$ cat src/rtl/spi_pkg.sv
// Shared SPI definitions used by the MISO transmitter and the MOSI receiver.
package spi_pkg;

    localparam int                        SPI_DATA_WIDTH = 8;
    localparam logic [SPI_DATA_WIDTH-1:0] SPI_FILL_BYTE  = 8'h00;

    typedef enum logic {
        ST_IDLE  = 1'b0,
        ST_SHIFT = 1'b1
    } spi_state_e;

endpackage

$ cat src/rtl/spi_sync_edge.sv
// Two-flop synchroniser for an asynchronous SPI pin, followed by an edge-detect
// register that yields single-cycle rise/fall strobes in the clk domain.
module spi_sync_edge #(
    parameter logic RST_VAL = 1'b0
) (
    input  logic clk,
    input  logic rst_n,
    input  logic i_pin,
    output logic o_rise,
    output logic o_fall
);

    logic r_meta;
    logic r_sync;
    logic r_prev;

    always_ff @(posedge clk or negedge rst_n) begin
        if (!rst_n) begin
            r_meta <= RST_VAL;
            r_sync <= RST_VAL;
            r_prev <= RST_VAL;
        end else begin
            r_meta <= i_pin;
            r_sync <= r_meta;
            r_prev <= r_sync;
        end
    end

    assign o_rise = r_sync & ~r_prev;
    assign o_fall = ~r_sync & r_prev;

endmodule

$ cat src/rtl/spi_slave_tx.sv
// SPI Mode 0 slave transmitter: drives MISO MSB first from a one-entry holding
// register, with pins oversampled in the clk domain.
module spi_slave_tx
    import spi_pkg::*;
#(
    parameter int                    DATA_WIDTH = SPI_DATA_WIDTH,
    parameter logic [DATA_WIDTH-1:0] FILL_BYTE  = DATA_WIDTH'(SPI_FILL_BYTE)
) (
    input  logic                  clk,
    input  logic                  rst_n,
    input  logic                  sclk,
    input  logic                  cs_n,
    output logic                  miso,
    output logic                  miso_oe,
    input  logic [DATA_WIDTH-1:0] tx_data,
    input  logic                  tx_valid,
    output logic                  tx_ready,
    output logic                  byte_done,
    output logic                  underrun,
    output logic                  aborted
);

    localparam int              CW       = (DATA_WIDTH > 1) ? $clog2(DATA_WIDTH) : 1;
    localparam logic [CW-1:0]   LAST_BIT = CW'(DATA_WIDTH - 1);

    logic w_sclk_rise;
    logic w_sclk_fall;
    logic w_cs_rise;
    logic w_cs_fall;

    spi_sync_edge #(.RST_VAL(1'b0)) u_sclk_sync (
        .clk    (clk),
        .rst_n  (rst_n),
        .i_pin  (sclk),
        .o_rise (w_sclk_rise),
        .o_fall (w_sclk_fall)
    );

    spi_sync_edge #(.RST_VAL(1'b1)) u_cs_sync (
        .clk    (clk),
        .rst_n  (rst_n),
        .i_pin  (cs_n),
        .o_rise (w_cs_rise),
        .o_fall (w_cs_fall)
    );

    spi_state_e            r_state;
    logic [DATA_WIDTH-1:0] r_hold;
    logic                  r_hold_valid;
    logic [DATA_WIDTH-1:0] r_shift;
    logic [CW-1:0]         r_bit_cnt;
    logic                  r_reload;
    logic                  r_miso;
    logic                  r_miso_oe;
    logic                  r_byte_done;
    logic                  r_underrun;
    logic                  r_aborted;

    spi_state_e            w_state_nxt;
    logic [DATA_WIDTH-1:0] w_hold_nxt;
    logic                  w_hold_valid_nxt;
    logic [DATA_WIDTH-1:0] w_shift_nxt;
    logic [CW-1:0]         w_bit_cnt_nxt;
    logic                  w_reload_nxt;
    logic                  w_miso_nxt;
    logic                  w_miso_oe_nxt;
    logic                  w_byte_done_nxt;
    logic                  w_underrun_nxt;
    logic                  w_aborted_nxt;
    logic                  w_load;
    logic [DATA_WIDTH-1:0] w_load_word;
    logic                  w_accept;

    assign w_accept    = tx_valid && !r_hold_valid;
    assign w_load_word = r_hold_valid ? r_hold : FILL_BYTE;

    always_ff @(posedge clk or negedge rst_n) begin
        if (!rst_n) begin
            r_state      <= ST_IDLE;
            r_hold       <= '0;
            r_hold_valid <= 1'b0;
            r_shift      <= '0;
            r_bit_cnt    <= '0;
            r_reload     <= 1'b0;
            r_miso       <= 1'b0;
            r_miso_oe    <= 1'b0;
            r_byte_done  <= 1'b0;
            r_underrun   <= 1'b0;
            r_aborted    <= 1'b0;
        end else begin
            r_state      <= w_state_nxt;
            r_hold       <= w_hold_nxt;
            r_hold_valid <= w_hold_valid_nxt;
            r_shift      <= w_shift_nxt;
            r_bit_cnt    <= w_bit_cnt_nxt;
            r_reload     <= w_reload_nxt;
            r_miso       <= w_miso_nxt;
            r_miso_oe    <= w_miso_oe_nxt;
            r_byte_done  <= w_byte_done_nxt;
            r_underrun   <= w_underrun_nxt;
            r_aborted    <= w_aborted_nxt;
        end
    end

    always_comb begin
        w_state_nxt      = r_state;
        w_hold_nxt       = r_hold;
        w_hold_valid_nxt = r_hold_valid;
        w_shift_nxt      = r_shift;
        w_bit_cnt_nxt    = r_bit_cnt;
        w_reload_nxt     = r_reload;
        w_miso_nxt       = r_miso;
        w_miso_oe_nxt    = r_miso_oe;
        w_byte_done_nxt  = 1'b0;
        w_underrun_nxt   = 1'b0;
        w_aborted_nxt    = 1'b0;
        w_load           = 1'b0;

        case (r_state)
            ST_IDLE: begin
                w_bit_cnt_nxt = '0;
                w_miso_oe_nxt = 1'b0;
                w_reload_nxt  = 1'b0;
                if (w_cs_fall) begin
                    w_load      = 1'b1;
                    w_state_nxt = ST_SHIFT;
                end
            end
            ST_SHIFT: begin
                // Deselect takes priority over any sclk edge in the same cycle.
                if (w_cs_rise) begin
                    w_state_nxt   = ST_IDLE;
                    w_miso_oe_nxt = 1'b0;
                    w_miso_nxt    = 1'b0;
                    w_bit_cnt_nxt = '0;
                    w_reload_nxt  = 1'b0;
                    w_aborted_nxt = (r_bit_cnt != '0);
                end else if (w_sclk_rise) begin
                    if (r_bit_cnt == LAST_BIT) begin
                        w_bit_cnt_nxt   = '0;
                        w_byte_done_nxt = 1'b1;
                        w_reload_nxt    = 1'b1;
                    end else begin
                        w_bit_cnt_nxt = r_bit_cnt + 1'b1;
                    end
                end else if (w_sclk_fall) begin
                    if (r_reload) begin
                        w_load       = 1'b1;
                        w_reload_nxt = 1'b0;
                    end else begin
                        w_shift_nxt = {r_shift[DATA_WIDTH-2:0], 1'b0};
                        w_miso_nxt  = r_shift[DATA_WIDTH-2];
                    end
                end
            end
            default: w_state_nxt = ST_IDLE;
        endcase

        // Hold is only consumed here; accept cannot coincide since ready is low while full.
        if (w_load) begin
            w_shift_nxt   = w_load_word;
            w_miso_nxt    = w_load_word[DATA_WIDTH-1];
            w_miso_oe_nxt = 1'b1;
            if (r_hold_valid) begin
                w_hold_valid_nxt = 1'b0;
            end else begin
                w_underrun_nxt = 1'b1;
            end
        end

        if (w_accept) begin
            w_hold_nxt       = tx_data;
            w_hold_valid_nxt = 1'b1;
        end
    end

    assign miso      = r_miso;
    assign miso_oe   = r_miso_oe;
    assign tx_ready  = !r_hold_valid;
    assign byte_done = r_byte_done;
    assign underrun  = r_underrun;
    assign aborted   = r_aborted;

endmodule

$ cat config.mk
export PLATFORM = sky130hd
export DESIGN_NAME = spi_slave_tx
export DESIGN_NICKNAME = d
export VERILOG_FILES = /design/src/rtl/spi_pkg.sv /design/src/rtl/spi_sync_edge.sv /design/src/rtl/spi_slave_tx.sv
export SDC_FILE = /design/constraint.sdc
export NUM_CORES = 1
export LEC_CHECK = 0
export ABC_AREA = 1
export CAP_MARGIN = 5
export CORE_UTILIZATION = 30
export DETAILED_ROUTE_END_ITERATION = 10
export PLACE_DENSITY = 0.46
export SYNTH_ARGS = -nofsm -noshare
export SYNTH_HDL_FRONTEND = slang
export SYNTH_SLANG_ARGS = --single-unit
export TNS_END_PERCENT = 10
$ cat constraint.sdc
create_clock -name clk -period 1.7 [get_ports clk]
set_input_delay 0.34 -clock clk [delete_from_list [all_inputs] [get_ports clk]]
set_output_delay 0.34 -clock clk [all_outputs]
set_load 0.03 [all_outputs]
# Word-level counts from Yosys, hierarchy flattened
# Cells that the tools add are included.
[totals]
mem_bits_rw = 0
ff_bits = 32
input_bits = 13
memories = 0
romBits = 0
word_cells = 90
latchBits = 0
[classes]
n_eq_ne = 10
div_mod_pow = 0
bitwise_logic = 9
muxes = 43
n_addsub = 1
n_mul = 0
reduce_logical = 10
n_shift = 0
order_cmp = 0
[op_table]
columns = ["op", "count"]
rows = [
  ["two-way mux 7 bit", 6],
  ["two-way mux 1 bit", 28],
  ["two-way mux 3 bit", 3],
  ["!= test 3 x 1 -> 1 bit, second input constant", 3],
  ["two-way mux 8 bit", 1],
  ["case mux 1 bit (2 select lines)", 4],
  ["case mux 3 bit (2 select lines)", 1],
  ["nonzero test 2 bit", 3],
  ["nonzero test 3 bit", 2],
  ["NOT 1 bit", 5],
  ["AND reduction 5 bit", 1],
  ["bitwise AND 1 bit", 4],
  ["!= test 2 bit, second input constant", 2],
  ["!= test 4 x 1 -> 1 bit, second input constant", 1],
  ["!= test 4 x 3 -> 1 bit, second input constant", 1],
  ["AND reduction 4 bit", 1],
  ["adder 3 x 1 -> 3 bit, second input constant", 1],
  ["equality test 3 bit, second input constant", 1],
  ["!= test 3 x 2 -> 1 bit, second input constant", 1],
  ["!= test 2 x 1 -> 1 bit, second input constant", 1],
  ["AND reduction 2 bit", 1],
  ["logical AND 1 bit", 1],
  ["zero test 1 bit", 1],
]

# Logic depth before layout (Yosys ltp)
# Gate-level depths: netlist of run 1.
[depth]
ltp_word = 8
ltp_mapped = 9

# Modules after synthesis
# A second synthesis of run 1 with hierarchy kept.
[unflattened]
hier_cells = 160
area_unflattened_um2 = 1467.7
[by_module_without_submodules]
columns = ["module", "area_per_inst_um2", "seq_area_each_um2", "cells_per_inst", "n_inst"]
rows = [
  ["spi_slave_tx", 1283.7, 650.6, 146, 1],
  ["spi_sync_edge (u_cs_sync)", 93.8, 78.8, 7, 1],
  ["spi_sync_edge (u_sclk_sync)", 90.1, 75.1, 7, 1],
]

# Least setup slack after synthesis of run 1
# No wires, ideal clock.
[synth_path]
kind = "register -> register"
start = "reg r_hold_valid"
end = "reg r_hold[0]"
n_path_buf = 0
setup_time_ns = 0.125
period_less_slack_ns = 1.255
arrival_ns = 1.130
stages_incl_launch_ff = 4
t_required_ns = 1.575
path_slack_ns = 0.445
cell_sequence = "dfrtp_1 > inv_1 > nand2_1 > mux2_2"
[synth_via]
elab_chain_len = 2
[synth_rtl]
columns = ["item", "line_no", "text"]
rows = [
  ["start, declared", "spi_slave_tx.sv:49", "logic r_hold_valid;"],
  ["start signal, assigned", "spi_slave_tx.sv:93", "r_hold_valid <= w_hold_valid_nxt;"],
  ["zero test 1 bit", "-", ""],
  ["via tx_ready", "spi_slave_tx.sv:17", "output logic tx_ready,"],
  ["logical AND 1 bit", "spi_slave_tx.sv:74", "assign w_accept = tx_valid && !r_hold_valid;"],
  ["end signal, assigned", "spi_slave_tx.sv:92", "r_hold <= w_hold_nxt;"],
  ["end, declared", "spi_slave_tx.sv:48", "logic [DATA_WIDTH-1:0] r_hold;"],
]
# The timed path passes the listed nets, and every way through them passes these cells.
# A chain may end at the register's enable or synchronous reset.

# Final worst setup path of run 1
[layout_path]
start = "reg r_miso_oe (netlist: miso_oe)"
end = "out miso_oe"
[layout_lines]
columns = ["item", "line_no", "text"]
rows = [
  ["start, declared", "spi_slave_tx.sv:54", "logic r_miso_oe;"],
  ["start signal, assigned", "spi_slave_tx.sv:98", "r_miso_oe <= w_miso_oe_nxt;"],
  ["end, declared", "spi_slave_tx.sv:14", "output logic miso_oe,"],
]
# No word-level cell between the ends.

==> results of run 1 <==
-- metrics by stage --
step,instance area [µm²],power [W],util [%],hold slack (ns)
after floorplan,1420,0.00165,-,0.0444
after global placement,1680,0.00187,37.8,0.332
after detailed placement,1680,0.00190,37.8,0.339
after CTS,1770,0.00251,39.9,0.354
after global routing,1770,0.00265,39.9,0.359
final,1770,0.00247,39.9,0.351
-- layout by cell type (no fill, tap or decap) --
master	count
a211oi_1	1
a21oi_1	1
a21oi_4	1
buf_12	1
buf_4	1
clkbuf_8	6
clkdlybuf4s50_1	17
clkinv_2	2
dfrtp_1	29
dfstp_2	3
dlygate4sd2_1	1
ha_1	3
inv_1	17
inv_2	4
mux2_2	8
nand2_1	38
nand2_2	1
nand2_4	3
nand2_8	1
nand3_1	18
nand3_4	1
nand4_1	1
nor2_1	3
o21ai_0	1
o21ai_1	1
o22ai_1	4
or2_2	1
-- cell families after synthesis --
logic type               synth area share (%)
adder cells (fa/ha/maj)                  2.64
AND/OR/NAND/NOR                          23.5
multiplexers                             6.33
buffers and inverters                    6.59
flip-flops                               56.5
AO/OA/AOI/OAI                            4.48
-- power groups by stage --
stage / Combinational (W) / Clock (W) / Sequential (W)
global placement: 0.000764 / 0 / 0.00111
floorplan: 0.000520 / 0 / 0.00113
finish: 0.000766 / 0.000608 / 0.00110
CTS: 0.000781 / 0.000626 / 0.00110
detailed placement: 0.000787 / 0 / 0.00112
global route: 0.000853 / 0.000671 / 0.00113
-- path summary, 6_finish.rpt --
| kind | slack [ns] | cells past startpoint | endpoint |
|---|---|---|---|
| setup / recovery | 0.05 | 1 | miso_oe |
| hold / removal | 0.35 | 0 | u_sclk_sync.r_sync |
| setup reg to reg | 0.32 | 7 | r_shift[2] |
| hold reg to reg | 0.35 | 0 | u_sclk_sync.r_sync |
| max in group asynchronous | 1.04 | 2 | u_cs_sync.r_sync |
| min in group asynchronous | 0.41 | 2 | r_bit_cnt[2] |
-- Yosys cell counts (all sizes together) --
cell type | n | area, µm²
nand4 | 1 | 6.26
dfstp | 3 | 78.8
nor2 | 3 | 11.3
nand2 | 43 | 203
o21ai | 2 | 10.0
a21oi | 2 | 21.3
a211oi | 1 | 7.51
clkbuf | 1 | 3.75
or2 | 1 | 6.26
ha | 3 | 37.5
inv | 21 | 78.8
o22ai | 4 | 25.0
mux2 | 8 | 90.1
dfrtp | 29 | 726
nand3 | 19 | 108
buf | 1 | 11.3
-- per-layer routing --
layer | track usage [%] | wire length, µm | vias up | part of all wire, %
li1 | - | - | 499 | -
met3 | 4.42 | 122 | 7 | 4.8
met1 | 15.7 | 1240 | 472 | 49
met5 | 0 | 0 | - | 0
met4 | 6.67 | 62 | 0 | 2.4
met2 | 17.8 | 1110 | 25 | 44
-- cell type report --
| cell class | count | area, µm² |
|---|---|---|
| Fill cell | 454 | 2670 |
| Clock inverter | 2 | 10.0 |
| Multi-Input combinational cell | 87 | 526 |
| Tap cell | 52 | 65.1 |
| Inverter | 21 | 78.8 |
| Clock buffer | 6 | 82.6 |
| Timing Repair Buffer | 20 | 206 |
| Sequential cell | 32 | 805 |
-- repair_timing --
item | CTS | global route
gates resized for setup | 1 | 0
setup buffers | 0 | 0
setup endpoints to repair | 1 | 0
==> results.rst, run 1 <==
.. list-table::
   :header-rows: 1

   * - Metric
     - Value
   * - Num ports
     - 19
   * - Net switching power of the design
     - 0.000832 W
   * - Lkg Pwr
     - 0.871 nW
   * - Wire length of the first global-routing pass
     - about 4.6 mm
   * - Kind of path behind the tightest hold check
     - register to register
   * - DRC viols
     - 0
   * - Relative area change from synthesis to final layout
     - 24.5%
   * - Synth Net Count
     - between 150 and 200
   * - Sequential share of the synthesized area
     - between 50% and 60%
   * - Register bit count reported by yosys
     - 32
   * - Buffers & Inverters on Critical Path
     - 1
   * - Maximum frequency from static timing analysis
     - approximately 600 MHz
   * - Setup crit end kind
     - output port
   * - Final nets
     - around 180
   * - Number of violations reported at the end of detailed-routing iteration 0
     - 55
   * - Pre-CTS setup slack
     - 0.153 ns
   * - Area enclosed by the die boundary
     - around 0.0050 mm²
   * - Maximum VDD drop
     - approximately 630 µV
   * - Largest registers
     - r_hold x8, r_shift x7, r_bit_cnt x3
   * - Startpoint type of the worst setup path
     - register
   * - Antenna cells
     - 0
   * - Clock buffer depth
     - 2
   * - Highest cell delay on the worst timing path
     - 0.67 ns
   * - Max-slew violation count
     - 0
   * - Per-cell via count in the routed design
     - between 4 and 5
   * - Slew @ Worst Pin
     - about 0.36 ns
   * - Total of max-cap violations
     - 0
   * - Syn Inst Count
     - approximately 140
   * - Tightest slew margin relative to the limit
     - roughly three quarters
   * - Sequential cell fraction of total power
     - between 40 and 50%
   * - Via total after detailed routing
     - ~1k
   * - Result of the run
     - finished, final reports clean
   * - Clock tree from TritonCTS
     - yes
   * - Number of CTS-inserted buffers
     - 5
   * - Number of flip-flops in the largest register
     - 8
   * - Share of total power consumed by net switching
     - 33.6%
   * - Clock skew
     - just under 0.005 ns
   * - Half-perimeter wire length after detailed placement
     - approximately 1.8 mm
   * - FF-to-FF Start
     - u_cs_sync.r_prev
   * - Category of the critical setup timing path
     - register to output port
   * - Hold buffer count at CTS
     - 0
   * - Chip Width
     - between 70 and 80 µm
   * - Worst setup path startpoint
     - miso_oe
   * - Number of endpoints failing setup at the final stage
     - 0
   * - Count of input and output buffers
     - 18
   * - Internal Pwr Total
     - 0.00164 W
   * - Count of different cell masters after synthesis
     - 23
   * - Starting Density
     - 32.0%
   * - Pre-Repair DR Iteration Count
     - 6
   * - Number of nets with antenna violations after routing
     - 0
   * - Last weighted congestion value of the routability-driven placer
     - roughly 0.72
   * - Largest register by flop count
     - r_hold
   * - Die boundary height
     - roughly 70 µm
   * - Total GRT Usage
     - 12.2%
   * - Clk sinks
     - 32
   * - Via count of the first global-routing pass
     - about 990
   * - WP data arrival
     - around 1.3 ns
   * - Wire length per cell after detailed routing
     - 11.5 µm
   * - Total negative setup slack
     - 0 ns
   * - Skew-Pair Late Insertion Delay
     - between 0.2 and 0.3 ns
   * - Final period demand of the worst path
     - roughly 1.7 ns
   * - # rows
     - 24
   * - Fin worst setup slack
     - approximately 0.047 ns
   * - Part of the power in the clock network
     - about a quarter
   * - Global-route congestion overflow total
     - 0
   * - Placed instance count
     - 212
   * - RSZ-0062 raised after global routing
     - no
   * - Hold_sp
     - u_sclk_sync.r_meta
   * - Share of cells above drive strength 1
     - 19.6%
   * - Core footprint
     - between 0.004 and 0.005 mm²
   * - Post-Layout Cell Count
     - 220
   * - Cell at the root of the clock tree
     - clkbuf_8
   * - Final clock period utilization by the worst path
     - 97.3%
   * - Worst path cell trace
     - clkdlybuf4s50_1
   * - CP top delay family
     - buffers and inverters
   * - Antenna violations before repair
     - 0
   * - Worst Path Max Fanout
     - 2
   * - Pin count of the biggest net entering global routing
     - 33
   * - PD cells
     - roughly 1400 mW/mm²
   * - Mapped cell area
     - approximately 0.0014 mm²
   * - Slowest stage cell, crit path
     - clkdlybuf4s50_1
   * - Required time of the critical path
     - roughly 1.4 ns
   * - Number of H-tree branching levels
     - 2
   * - Clock-pin slew on the worst setup and hold paths
     - 0.07 ns
   * - Avg Synthesized Cell Area
     - 10.0 µm²
   * - Wire length after detailed routing
     - approximately 2.5 mm
   * - Hold Fails Final Rpt
     - 0
   * - Part of the total power dissipated in combinational logic
     - 31.0%
   * - Synth warnings
     - 0
Note: power is estimated with default switching activity, not from simulation.
==> inputs of run 2 (changes only) <==
--- a/config.mk
+++ b/config.mk
@@ -7,6 +7,7 @@
 export LEC_CHECK = 0
 export ABC_AREA = 1
 export CAP_MARGIN = 5
+export CORE_ASPECT_RATIO = 2
 export CORE_UTILIZATION = 30
 export DETAILED_ROUTE_END_ITERATION = 10
 export PLACE_DENSITY = 0.46
==> constraint.sdc (replaced) <==
create_clock -name clk -period 2 [get_ports clk]
set_input_delay 0.4 -clock clk [delete_from_list [all_inputs] [get_ports clk]]
set_output_delay 0.4 -clock clk [all_outputs]
set_load 0.03 [all_outputs]
==> run 2 against run 1 <==
  * Worst hold slack improved by 0.0022 ns
  * Worst setup slack gained 0.26 ns
  * Count of clock-buffer cells in the layout grew 1
  * Sequential share of layout area up 0.62 points
  * Critical endpoint is now miso
  * Sequential cell count unchanged
==> results.rst, run 2 (same netlist as run 1, synthesis figures left out) <==
.. list-table::
   :header-rows: 1

   * - Metric
     - Value
   * - Worst Reg-to-Reg Cells
     - 7 (unchanged)
   * - Clk sinks
     - 32 (unchanged)
   * - Cell count of the worst hold path
     - 0 (unchanged)
   * - Number of flip-flops in the largest register
     - 8 (unchanged)
   * - Cell at the root of the clock tree
     - clkbuf_8
   * - Tightest slew margin relative to the limit
     - 72.4% (-3.3 points)
   * - Starting Density
     - 31.0% (-1.1 points)
   * - # rows
     - 35 (+46%)
   * - Area enclosed by the die boundary
     - 0.00504 mm² (+0.34%)
   * - Clock tree from TritonCTS
     - yes
   * - Area taken by multi-input logic gates
     - 526 µm² (unchanged)
   * - Antenna cells
     - 0 (unchanged)
   * - Hold Fails Final Rpt
     - 0 (unchanged)
   * - Number of violations reported at the end of detailed-routing iteration 0
     - 31 (-44%)
   * - Placed instance count
     - 214 (+0.94%)
   * - Wire length of the first global-routing pass
     - 4.75 mm (+3.0%)
   * - FF-to-FF Start
     - u_cs_sync.r_prev
   * - Total GRT Usage
     - 12.9% (+0.67 points)
   * - Post-Layout Cell Count
     - 222 (+0.91%)
   * - Hold_sp
     - u_sclk_sync.r_meta
   * - Slew @ Worst Pin
     - 0.413 ns (+0.0510 ns)
   * - Slowest stage cell, crit path
     - clkdlybuf4s50_1
   * - Pin count of the biggest net entering global routing
     - 33 (unchanged)
   * - Min Hold Slack
     - 0.353 ns (+0.00222 ns)
   * - Final nets
     - 182 (-0.55%)
   * - Pre-Repair DR Iteration Count
     - 6 (unchanged)
   * - Last weighted congestion value of the routability-driven placer
     - 0.718 (+0.15%)
   * - Placed inst area
     - 0.00167 mm² (-0.97%)
   * - Postcts setup bufs
     - 0 (unchanged)
   * - Most frequent cells in the layout
     - 38 x nand2_1, 29 x dfrtp_1, 18 x nand3_1
   * - Worst Path Max Fanout
     - 2 (unchanged)
   * - Relative area change from synthesis to final layout
     - 22.8%
   * - Total negative setup slack
     - 0 ns (unchanged)
   * - Chip Width
     - 50.7 µm (-28%)
   * - Global-route congestion overflow total
     - 0 (unchanged)
   * - Area of all placed cells without fillers
     - 0.00175 mm² (-1.3%)
   * - Clock buffer depth
     - 2 (unchanged)
   * - Final core occ
     - 38.0% (-1.9 points)
   * - Category of the critical setup timing path
     - register to output port
   * - Clock-pin slew on the worst setup and hold paths
     - 0.07 ns (about the same)
   * - Largest register by flop count
     - r_hold
   * - Via total after detailed routing
     - 1018 (+1.5%)
   * - Maximum frequency from static timing analysis
     - a little under 600 MHz
   * - Share of cells above drive strength 1
     - 18.0% (-1.7 points)
   * - Clock skew
     - 0.0118 ns (+0.00682 ns)
   * - Per-cell via count in the routed design
     - 4.59 (+0.58%)
   * - Number of H-tree branching levels
     - 2 (unchanged)
   * - Half-perimeter wire length after detailed placement
     - 2.06 mm (+13%)
   * - Die boundary height
     - 99.4 µm (+40%)
   * - Total of max-cap violations
     - 0 (unchanged)
   * - Largest registers
     - r_hold x8, r_shift x7, r_bit_cnt x3
   * - Wire length after detailed routing
     - 2.70 mm (+6.4%)
   * - Worst r2r dst
     - r_shift[2]
   * - CP top delay family
     - buffers and inverters
   * - Buffers & Inverters on Critical Path
     - 1 (unchanged)
   * - Num ports
     - 19 (unchanged)
   * - Number of endpoints failing setup at the final stage
     - 0 (unchanged)
   * - Kind of path behind the tightest hold check
     - register to register
   * - Sequential cell area
     - 805 µm² (unchanged)
   * - PD cells
     - 1160 mW/mm² (-17%)
   * - Highest cell delay on the worst timing path
     - 0.67 ns (about the same)
   * - Required time of the critical path
     - 1.60 ns (+0.24 ns)
   * - Skew-Pair Late Insertion Delay
     - 0.28 ns (about the same)
   * - Number of nets with antenna violations after routing
     - 0 (unchanged)
   * - Result of the run
     - finished, final reports clean
   * - Count of input and output buffers
     - 18 (unchanged)
   * - Startpoint type of the worst setup path
     - register
   * - RSZ-0062 raised after global routing
     - no
   * - Worst path cell trace
     - clkdlybuf4s50_1
   * - Core footprint
     - 0.00460 mm² (+3.5%)
   * - Wire length per cell after detailed routing
     - 12.2 µm (+5.4%)
   * - Lkg Pwr
     - 0.861 nW (-1.1%)
   * - Setup crit end kind
     - output port
   * - Commonest non-fill, non-tap cell in the layout
     - nand2_1
   * - WP data arrival
     - 1.29 ns (-0.02 ns)
   * - Layout filler cell count
     - 504 (+11%)
   * - R2R Setup Slk
     - 0.60 ns (+0.28 ns)
   * - End point of the most critical hold path
     - u_sclk_sync.r_sync
   * - Maximum VDD drop
     - 617 µV (-1.8%)
   * - Final clock period utilization by the worst path
     - 84.5%
   * - Max-slew violation count
     - 0 (unchanged)
   * - Number of CTS-inserted buffers
     - 5 (unchanged)
   * - Final period demand of the worst path
     - 1.69 ns
   * - DRC viols
     - 0 (unchanged)
   * - Via count of the first global-routing pass
     - 1110 (+12%)
   * - Antenna violations before repair
     - 0 (unchanged)
-- run 2: changes by cell type in the layout (fill, tap and decap cells not counted) --
cell,delta
buf_12,-1
clkbuf_8,-1
clkbuf_1,+2
dlygate4sd2_1,-1
clkinv_2,-1
dlymetal6s2s_1,+1
-- run 2: worst max-delay path by stage --
stage,cells past startpoint,slack (ns),endpoint,startpoint
after floorplan,3,0.75,r_hold[0],r_hold_valid
after CTS,2,0.03,tx_ready,r_hold_valid
after global routing,1,0.26,miso_oe,miso_oe
after global placement,2,0.36,tx_ready,r_hold_valid
final,1,0.31,miso,miso
after detailed placement,2,0.35,tx_ready,r_hold_valid
-- run 2: area by class of cell --
type,count,share of cell area [%]
sequential,32,46.0
multi-input combinational,87,30.0
clock inverter,1,0.286
inverter,21,4.51
tap,55,3.93
clock buffer,7,4.36
timing repair buffer,19,10.9
-- run 2: per-layer routing --
metal	global-route usage (%)	vias up	wire, µm	share of wire (%)
li1	-	499	-	-
met1	11.0	489	916	34
met2	25.2	22	1600	59
met3	3.36	8	91	3.4
met4	6.84	0	89	3.3
met5	0	-	0	0
-- run 2: report_power, final --
group	switching, W	leakage [nW]	internal, W	total (W)
logic	0.000332	0.423	0.000275	0.000607
registers	0.000122	0.396	0.000836	0.000958
clock network	0.000226	0.0422	0.000244	0.000470
-- run 2: repair_timing --
item,CTS,global route
hold buffers,0,0
resized for setup,0,1
endpoints found under the setup margin,0,1
-- run 2: metrics by stage --
step	worst slack, ns	total power [W]
floorplan	0.745	0.00140
global placement	0.357	0.00158
detailed placement	0.353	0.00159
CTS	0.0328	0.00208
global route	0.265	0.00220
finish	0.309	0.00204
-- run 2: worst register-to-register path: cells and delay by family, from the launching register on --
family	cells	cell delay [ns]
DFF	1	0.56
and+or+nand+nor	4	0.30
AOI/OAI and AO/OA	1	0.27
buffers and inverters	2	0.17
==> inputs of run 3 (changes only) <==
==> constraint.sdc (replaced) <==
create_clock -name clk -period 1.73 [get_ports clk]
set_input_delay 0.346 -clock clk [delete_from_list [all_inputs] [get_ports clk]]
set_output_delay 0.346 -clock clk [all_outputs]
set_load 0.03 [all_outputs]
==> run 3 against run 2 <==
  * Cell count up 0.45%
  * Clock power up 14%
  * Utilization up 0.082 points
  * Sequential share of layout area down 0.098 points
  * Clock skew down 0.0035 ns
==> results.rst, run 3 (same netlist as run 1, synthesis figures left out) <==
.. list-table::
   :header-rows: 1

   * - Metric
     - Value
   * - Result of the run
     - finished, final reports clean
   * - Relative area change from synthesis to final layout
     - 23.1%
   * - Slowest stage cell, crit path
     - clkdlybuf4s50_1
   * - Total negative setup slack
     - 0 ns (unchanged)
   * - Via total after detailed routing
     - 1007 (-1.1%)
   * - Starting Density
     - 31.0% (unchanged)
   * - Share of cells above drive strength 1
     - 18.5% (+0.49 points)
   * - Min Hold Slack
     - 0.349 ns (-0.00383 ns)
   * - CP top delay family
     - buffers and inverters
   * - Wire length per cell after detailed routing
     - 12.0 µm (-1.3%)
   * - Pre-Repair DR Iteration Count
     - 2 (-4)
   * - Pin count of the biggest net entering global routing
     - 33 (unchanged)
   * - FF-to-FF Start
     - u_cs_sync.r_prev
   * - Layout filler cell count
     - 483 (-4.2%)
   * - Wire length of the first global-routing pass
     - 4.78 mm (+0.72%)
   * - Commonest non-fill, non-tap cell in the layout
     - nand2_1
   * - GR met3 Demand/Resource
     - 3.21% (-0.15 points)
   * - Maximum frequency from static timing analysis
     - between 600 and 700 MHz
   * - Hold Fails Final Rpt
     - 0 (unchanged)
   * - Num ports
     - 19 (unchanged)
   * - Number of endpoints failing setup at the final stage
     - 0 (unchanged)
   * - Fin worst setup slack
     - 0.0859 ns (-0.223 ns)
   * - R2R Setup Slk
     - 0.36 ns (-0.24 ns)
   * - Via count of the first global-routing pass
     - 1077 (-3.0%)
   * - Max-slew violation count
     - 0 (unchanged)
   * - Startpoint type of the worst setup path
     - register
   * - Wire length after detailed routing
     - 2.68 mm (-0.85%)
   * - Most frequent cells in the layout
     - 38 x nand2_1, 29 x dfrtp_1, 18 x nand3_1
   * - Cell count of the worst hold path
     - 0 (unchanged)
   * - Required time of the critical path
     - 1.38 ns (-0.22 ns)
   * - Worst Path Max Fanout
     - 2 (unchanged)
   * - Largest registers
     - r_hold x8, r_shift x7, r_bit_cnt x3
   * - Net switching power of the design
     - 0.000783 W (+15%)
   * - Antenna cells
     - 0 (unchanged)
   * - Internal Pwr Total
     - 0.00157 W (+16%)
   * - Highest cell delay on the worst timing path
     - 0.67 ns (about the same)
   * - Skew-Pair Late Insertion Delay
     - 0.28 ns (about the same)
   * - Buffers & Inverters on Critical Path
     - 1 (unchanged)
   * - Total of max-cap violations
     - 0 (unchanged)
   * - WP data arrival
     - 1.30 ns (about the same)
   * - Lkg Pwr
     - 0.858 nW (-0.42%)
   * - Number of CTS-inserted buffers
     - 5 (unchanged)
   * - # rows
     - 35 (unchanged)
   * - Maximum VDD drop
     - 717 µV (+16%)
   * - Sequential cell fraction of total power
     - 45.7% (-1.4 points)
   * - Clock-pin slew on the worst setup and hold paths
     - 0.06 ns (about the same)
   * - Worst path cell trace
     - clkdlybuf4s50_1
   * - Clock skew
     - 0.00831 ns (-0.00348 ns)
   * - Count of input and output buffers
     - 18 (unchanged)
   * - Number of flip-flops in the largest register
     - 8 (unchanged)
   * - Area enclosed by the die boundary
     - 0.00504 mm² (unchanged)
   * - Core footprint
     - 0.00460 mm² (unchanged)
   * - Kind of path behind the tightest hold check
     - register to register
   * - Global-route congestion overflow total
     - 0 (unchanged)
   * - Met2 routing resource usage after global routing
     - 23.3% (-1.9 points)
   * - Die boundary height
     - 99.4 µm (unchanged)
   * - Number of H-tree branching levels
     - 2 (unchanged)
   * - Final nets
     - 183 (+0.55%)
   * - Final clock period utilization by the worst path
     - roughly 95%
   * - Final core occ
     - 38.1% (+0.082 points)
   * - Share of total power consumed by net switching
     - 33.2% (-0.22 points)
   * - Final period demand of the worst path
     - between 1.5 and 2 ns
   * - Clock tree from TritonCTS
     - yes
   * - Half-perimeter wire length after detailed placement
     - 2.04 mm (-0.95%)
   * - Pre-CTS setup slack
     - 0.176 ns (-0.177 ns)
   * - RSZ-0062 raised after global routing
     - no
   * - Setup crit end kind
     - output port
   * - End point of the most critical hold path
     - u_sclk_sync.r_sync
   * - Per-cell via count in the routed design
     - 4.52 (-1.5%)
   * - Total GRT Usage
     - 12.9% (+0.054 points)
   * - Gr busiest metal
     - met2
   * - Chip Width
     - 50.7 µm (unchanged)
   * - Clock buffer depth
     - 2 (unchanged)
   * - Tightest slew margin relative to the limit
     - 72.7% (+0.21 points)
   * - Last weighted congestion value of the routability-driven placer
     - 0.684 (-4.7%)
   * - Category of the critical setup timing path
     - register to output port
   * - Area taken by multi-input logic gates
     - 526 µm² (unchanged)
   * - DRC viols
     - 0 (unchanged)
   * - Cell at the root of the clock tree
     - clkbuf_8
   * - Met1 Use GR
     - 12.3% (+1.2 points)
   * - Part of the total power dissipated in combinational logic
     - 31.5% (+1.7 points)
   * - Worst Reg-to-Reg Cells
     - 7 (unchanged)
   * - Slew @ Worst Pin
     - 0.410 ns (-0.00322 ns)
   * - Clk sinks
     - 32 (unchanged)
   * - Number of nets with antenna violations after routing
     - 0 (unchanged)
   * - Largest register by flop count
     - r_hold
   * - Antenna violations before repair
     - 0 (unchanged)
   * - Sequential cell area
     - 805 µm² (unchanged)
   * - Part of the power in the clock network
     - 22.8% (-0.3 points)
   * - Worst r2r dst
     - r_shift[2]
   * - Hold_sp
     - u_sclk_sync.r_meta
   * - Postcts setup bufs
     - 0 (unchanged)
   * - PD cells
     - 1350 mW/mm² (+16%)
   * - Number of violations reported at the end of detailed-routing iteration 0
     - 7 (-77%)
[run 3: cell count changes in the layout (fill, tap and decap cells not counted)]
cell	previous run	this run
buf_4	1	2
dlygate4sd2_1	0	1
dlymetal6s2s_1	1	0
[run 3: routing by layer]
metal  vias up  wire length (µm)
met2        20              1530
met5         -                 0
met3         7                87
met1       481               973
met4         0                81
li1        499                 -
[run 3: repair_timing]
action | CTS | global route
resized for setup | 1 | 0
setup endpoints to repair | 1 | 0
hold buffers | 0 | 0
[run 3: power groups by stage]
stage	registers [W]	clock network (W)	logic [W]
2_1_floorplan	0.00111	0	0.000511
3_3_place_gp	0.00109	0	0.000754
3_5_place_dp	0.00110	0	0.000767
4_1_cts	0.00108	0.000565	0.000760
5_1_grt	0.00111	0.000600	0.000847
6_report	0.00108	0.000537	0.000743
[run 3: stage by stage]
| step | cell area, µm² | total power (W) | cells |
|---|---|---|---|
| after floorplan | 1420 | 0.00162 | 142 |
| after global placement | 1670 | 0.00184 | 215 |
| after detailed placement | 1670 | 0.00186 | 215 |
| after CTS | 1750 | 0.00241 | 223 |
| after global routing | 1750 | 0.00256 | 223 |
| final | 1750 | 0.00236 | 223 |
[run 3: layout make-up]
cell class,count,area share [%]
flip-flops and latches,32,45.9
multi-input cells,87,30.0
clock inverters,1,0.286
repair buffers,20,11.1
well taps,55,3.93
clock buffers,7,4.35
inverters,21,4.50
[run 3: worst max path at each step]
stage	slack (ns)	startpoint	endpoint	cells after the start
2_1_floorplan	0.48	r_hold_valid	r_hold[0]	3
3_3_place_gp	0.21	tx_valid	r_hold[5]	3
3_5_place_dp	0.18	tx_valid	r_hold[5]	3
4_1_cts	0.07	miso_oe	miso_oe	1
5_1_grt	0.03	miso_oe	miso_oe	1
6_report	0.09	miso_oe	miso_oe	1
